## config.mk

```make
export PLATFORM = sky130hd
export DESIGN_NAME = bit_window_scanner
export DESIGN_NICKNAME = d
export VERILOG_FILES = /design/src/rtl/bit_window_scanner.sv
export SDC_FILE = /design/constraint.sdc
export NUM_CORES = 1
export LEC_CHECK = 0
export ABC_AREA = 1
export BUFFER_PORTS_ARGS = -buffer_cell sky130_fd_sc_hd__buf_2
export CAP_MARGIN = 20
export CORE_MARGIN = 2
export CORE_UTILIZATION = 35
export CTS_CLUSTER_SIZE = 16
export DETAILED_ROUTE_END_ITERATION = 8
export PLACE_DENSITY = 0.66
export SETUP_SLACK_MARGIN = 0.05
export SKIP_CTS_REPAIR_TIMING = 1
export SLEW_MARGIN = 25
export SYNTH_ARGS = -nofsm -noshare
export SYNTH_HDL_FRONTEND = slang
export SYNTH_SLANG_ARGS = --single-unit
```

## constraint.sdc

```tcl
create_clock -name clk -period 1.7 [get_ports clk]
set_input_delay 0.085 -clock clk [delete_from_list [all_inputs] [get_ports clk]]
set_output_delay 0.085 -clock clk [all_outputs]
set_load 0.005 [all_outputs]
```

## src/rtl/bit_window_scanner.sv

```systemverilog
//==============================================================================
// bit_window_scanner: serial sliding-window front end for the comparator stage.
// Optional `BIT_WINDOW_SCANNER_OVERLAP_EN enables overlapping matches.  Rev 1.0
//==============================================================================
`default_nettype none

module bit_window_scanner #(
  parameter int LENGTH = 22,
  parameter int CNT_W  = 16
) (
  input  logic              clk,
  input  logic              rst,
  input  logic              in_valid,
  output logic              in_ready,
  input  logic              in_bit,
  input  logic              pat_load,
  input  logic [LENGTH-1:0] pat_data,
  output logic [LENGTH-1:0] cmp_a,
  output logic [LENGTH-1:0] cmp_b,
  input  logic              cmp_eq,
  output logic              match,
  output logic [CNT_W-1:0]  match_count,
  output logic              scanning
);

  localparam int FILL_W = $clog2(LENGTH + 1);

  typedef enum logic [1:0] {
    IDLE = 2'd0,
    FILL = 2'd1,
    SCAN = 2'd2
  } state_t;

  state_t              state, state_nxt;
  logic [LENGTH-1:0]   window, window_nxt;
  logic [LENGTH-1:0]   pattern, pattern_nxt;
  logic [FILL_W-1:0]   fill_cnt, fill_nxt;
  logic                cmp_pending, pending_nxt;
  logic                match_nxt;
  logic [CNT_W-1:0]    count_nxt;
  logic                accept;
  logic                hit;

  assign in_ready = (state != IDLE) && !pat_load;
  assign accept   = in_valid && in_ready;
  assign scanning = (state == SCAN);
  assign cmp_a    = window;
  assign cmp_b    = pattern;

  // A pattern reload on the evaluation edge discards the pre-load window's result.
  assign hit = cmp_pending && cmp_eq && !pat_load;

  always_comb begin
    state_nxt   = state;
    window_nxt  = window;
    pattern_nxt = pattern;
    fill_nxt    = fill_cnt;
    pending_nxt = 1'b0;
    match_nxt   = hit;
    count_nxt   = match_count;

    if (hit && (match_count != {CNT_W{1'b1}})) begin
      count_nxt = match_count + CNT_W'(1);
    end

    if (pat_load) begin
      pattern_nxt = pat_data;
      window_nxt  = '0;
      fill_nxt    = '0;
      state_nxt   = FILL;
    end
`ifndef BIT_WINDOW_SCANNER_OVERLAP_EN
    else if (hit) begin
      // Non-overlapping: restart the fill; a bit offered on this edge is dropped.
      window_nxt = '0;
      fill_nxt   = '0;
      state_nxt  = FILL;
    end
`endif
    else if (accept) begin
      window_nxt = {window[LENGTH-2:0], in_bit};
      case (state)
        FILL: begin
          fill_nxt = fill_cnt + FILL_W'(1);
          if (fill_cnt == FILL_W'(LENGTH - 1)) begin
            state_nxt   = SCAN;
            pending_nxt = 1'b1;
          end
        end
        SCAN:    pending_nxt = 1'b1;
        default: pending_nxt = 1'b0;
      endcase
    end
  end

  always_ff @(posedge clk or posedge rst) begin
    if (rst) begin
      state       <= IDLE;
      window      <= '0;
      pattern     <= '0;
      fill_cnt    <= '0;
      cmp_pending <= 1'b0;
      match       <= 1'b0;
      match_count <= '0;
    end else begin
      state       <= state_nxt;
      window      <= window_nxt;
      pattern     <= pattern_nxt;
      fill_cnt    <= fill_nxt;
      cmp_pending <= pending_nxt;
      match       <= match_nxt;
      match_count <= count_nxt;
    end
  end

endmodule

`default_nettype wire

```

After elaboration in Yosys (flattened, before gate mapping):

Cells that the tools add are included.
Widths: inputs -> output; s select.

* register bits: 69
* input bits: 28

* $add $sub $neg: 2
* equal/unequal tests: 4
* muxes and demuxes: 17
* reduce and logical (&&, ||, !) cells: 12

Operators with widths (number)
* $mux 22: 3
* $mux 5: 4
* $add 16x1->16 const B: 1
* $ne 16x16->1 const B: 1
* $mux 2: 5
* $reduce_bool 3->1: 3
* $add 5x1->5 const B: 1
* $eq 5x5->1 const B: 1
* $logic_and 1x1->1: 5
* $mux 1: 4
* $reduce_and 3->1: 1
* $eq 2x1->1 const B: 1
* $eq 2x2->1 const B: 1
* $pmux 1 s2: 1
* $reduce_and 2->1: 1
* $reduce_bool 2->1: 1
* $logic_not 1->1: 1

Logic depth before layout (Yosys ltp):

* depth after elaboration: 6
* mapped depth: 10
* gate-level depth less buffers: 10

Worst setup path before layout:

Ideal clock, no wire load.

* path kind: register to register
* from: reg match_count[0]
* to: reg match_count[10]
* arrival: 1.363 ns
* data required time: 1.584 ns
* slack: 0.221 ns
* cell stages (with the launch flop): 10
* path buffers: 1
* path through: dfrtp_1 > ha_1 > nand3_2 > clkinv_1 > nand2_2 > o21ai_4 > inv_2 > buf_6 > nand2_1 > nand2_1

* word-level cells in the longest chain between the ends: 2

Ends and longest elaborated chain
* start: declaration: RTL line 22 `output logic [CNT_W-1:0] match_count,`
* start signal: assignment: RTL line 112 `match_count <= count_nxt;`
* branches (longest 2 deep; another with $add 16x1->16)

Parallel ways; which one is timed is not known.
A chain may end at the register's enable or synchronous reset.

Final worst setup path:

* from: reg match_count[0]
* to: reg match_count[15]

Same word-level chain as after synthesis.

==> results.yml <==
floorplanning:
  ioPinCount: 91
  start_util_pct: 35.6
  die_h_um: 97.8
  row_count: 34
  design.die.area_um2: 9560
  die-width_um: 97.8
  core_area_um2: 8640
timing:
  skew_ps: 12.9
  layout_setup_ws_ps: 213
  slew_headroom_pct: 74.8
  period_share_pct: 87.5
  rsz0062_at_grt: "false"
  setup_viol_count_final: 0
  slew_viol_final: 0
  finalSetupTns_ps: 0
  worst-slew-pin-transition_ps: 378
  fmax_mhz: 672
  period_needed_ps: 1490
  timing.final.hold_violations: 0
setup_path:
  ff2ff_path_depth: 8
  crit_path_end_kind: "flip-flop"
  r2r-start: "match_count[0]"
  required_ps: 1960
  cp_data_arrival_time_ps: 1750
  worstPathMaxFanout: 9
  critPathKind: "flip-flop to flip-flop"
  regToRegEndpoint: "match_count[15]"
  reg2reg_setup_slack_ps: 210
  start_kind: "flip-flop"
clocking:
  insertion_delay_ps: 330
  clock-sinks: 69
  cts_tree: "built"
  clkTransAtPathRegs_ps: 80
  clock_path_buffers: 2
  cts_buffers: 9
  ctsRootBufferMaster: "clkbuf_8"
  cts_max_level: 3
worst_hold_path:
  holdPathStages: 2
  hold_end: "cmp_b[3]"
  hold_class: "input port to flip-flop"
  worstHoldStart: "pat_data[3]"
drt:
  wl_per_cell_um: 12.3
  via_per_inst: 4.52
  num_vias: 2493
  drt_pass1_iterations: 4
  wirelength_um: 6790
  drt-initial-drc-count: 111
  drc_errors: 0
  drtAntennaViolNets: 0
global_route:
  grt_use_met3_pct: 2.08
  first_global_vias: 2313
  grt_util_met1_pct: 17.3
  gr-total-overflow: 0
  grt_pass1_wl_um: 10500
  met2_usage_pct: 22.8
  grt_busiest_layer: "met2"
  antenna_found_initial: 0
  grtUsageTotal_pct: 13.3
  grt_max_degree: 70
synth:
  syn_avg_cell_area_um2: 9.71
  synthTopCellsByArea: "dfrtp_1 (56%), nand2_1 (9.1%), mux2_2 (8.0%)"
  synthesis.area_um2: 3080
  yosysTopAreaCell: "dfrtp_1"
  synthArstFlopShare_pct: 100
  yosysWarnings: 0
  yosysSeqAreaShare_pct: 56.1
  yosysTopAreaCellShare_pct: 56.1
  ys_seq_elements: 69
  syn-num-nets: 351
  synthDistinctLibCells: 23
  ys.flop_type: "dfrtp_1"
  synth_cells: 317
  synth-edff-count: 0
layout:
  syn2layout_area_growth_pct: 33.0
  drive_above_1_share_pct: 33.9
  diodes: 0
  nets: 472
placed_design:
  port_buffers: 90
  pre_cts_slack_ps: 176
  hpwl_um: 4590
  gp_congestion: 0.797
flow_run:
  maxCapViolations: 0
power:
  ir_drop_mv: 0.516
  power_density_nw_per_um2: 811
  leakage_nw: 2.01
run_status:
  status: "finished, final reports clean"
kinds of logic (layout without fill, tap and decap cells):
family	after synthesis	in the layout	share of synthesized area (%)
compound gates	38	38	7.56
xor+xnor	7	7	1.99
fa+ha+maj	6	6	2.44
buf+inv	52	178	7.11
flops	69	69	56.1
mux	22	22	8.05
simple gates	123	123	16.7
report_power, final:
part	leakage (nW)	internal, W	total [W]	switching (W)
logic	1.02	0.000164	0.000304	0.000139
registers	0.906	0.00170	0.00173	0.0000292
clock network	0.0858	0.000681	0.00129	0.000604
state kept, by name (all words and copies together) (netlist names):
name,count
cmp_a,22
cmp_b,22
match_count,16
fill_cnt,5
state,2
cmp_pending,1
match,1
routing by layer:
layer / wire length, um / share of wire (%) / up-vias
met1: 3070 / 45 / 1184
li1: - / - / 1261
met4: 48 / 0.71 / 0
met3: 155 / 2.3 / 4
met5: 0 / 0 / -
met2: 3510 / 52 / 44
Yosys cell counts, types with 5 or more instances:
master   count
nand2_1     75
inv_1       40
mux2_2      22
ha_1         6
nor2_2       5
o22ai_1     20
o21ai_0     12
buf_2        7
nand3_1     11
dfrtp_1     69
xnor2_1      7
nor2_1      22
cells in the final DEF, fill, tap and decap left out, types with 5 or more instances in the layout:
master	count
buf_2	90
buf_4	7
clkbuf_8	9
dfrtp_1	69
dlygate4sd3_1	20
ha_1	6
inv_1	39
mux2_2	22
nand2_1	75
nand3_1	11
nor2_1	22
nor2_2	5
o21ai_0	12
o22ai_1	20
xnor2_1	7
worst max-delay path by stage:
stage | from | endpoint | slack [ps] | depth (start not counted)
CTS | match_count[1] | match_count[15] | 160 | 8
floorplan | match_count[0] | match_count[10] | 220 | 9
finish | match_count[0] | match_count[15] | 210 | 8
global placement | match_count[1] | match_count[13] | 210 | 8
detailed placement | match_count[1] | match_count[11] | 180 | 8
global route | state[0] | cmp_a[21] | 60 | 8
critical path, stage by stage, from the launching register on:
cell and delay [ps]:
dfrtp_1 380, ha_1 210, nand3_2 120, clkinv_1 80, nand2_2 100, o21ai_4 210, buf_4 200, nand2_1 60
nand2_1 70
per-stage QoR:
step | hold WS [ps] | utilization [%] | instance area [um^2] | instances | total power (W)
2_1_floorplan | 232 | - | 3080 | 317 | 0.00190
3_3_place_gp | 215 | 42.7 | 3690 | 513 | 0.00202
3_5_place_dp | 216 | 42.7 | 3690 | 513 | 0.00203
4_1_cts | -142 | 44.9 | 3880 | 529 | 0.00333
5_1_grt | 2.54 | 47.4 | 4100 | 551 | 0.00348
6_report | 9.48 | 47.4 | 4100 | 551 | 0.00332
layout make-up:
class,instances,area [um^2]
Clock inverter,5,61.3
Inverter,43,165
Multi-Input combinational cell,196,1130
Clock buffer,11,131
Timing Repair Buffer,119,743
Sequential cell,69,1730
Fill cell,817,4540
Tap cell,108,135
Note: power is estimated with default switching activity, not from simulation.
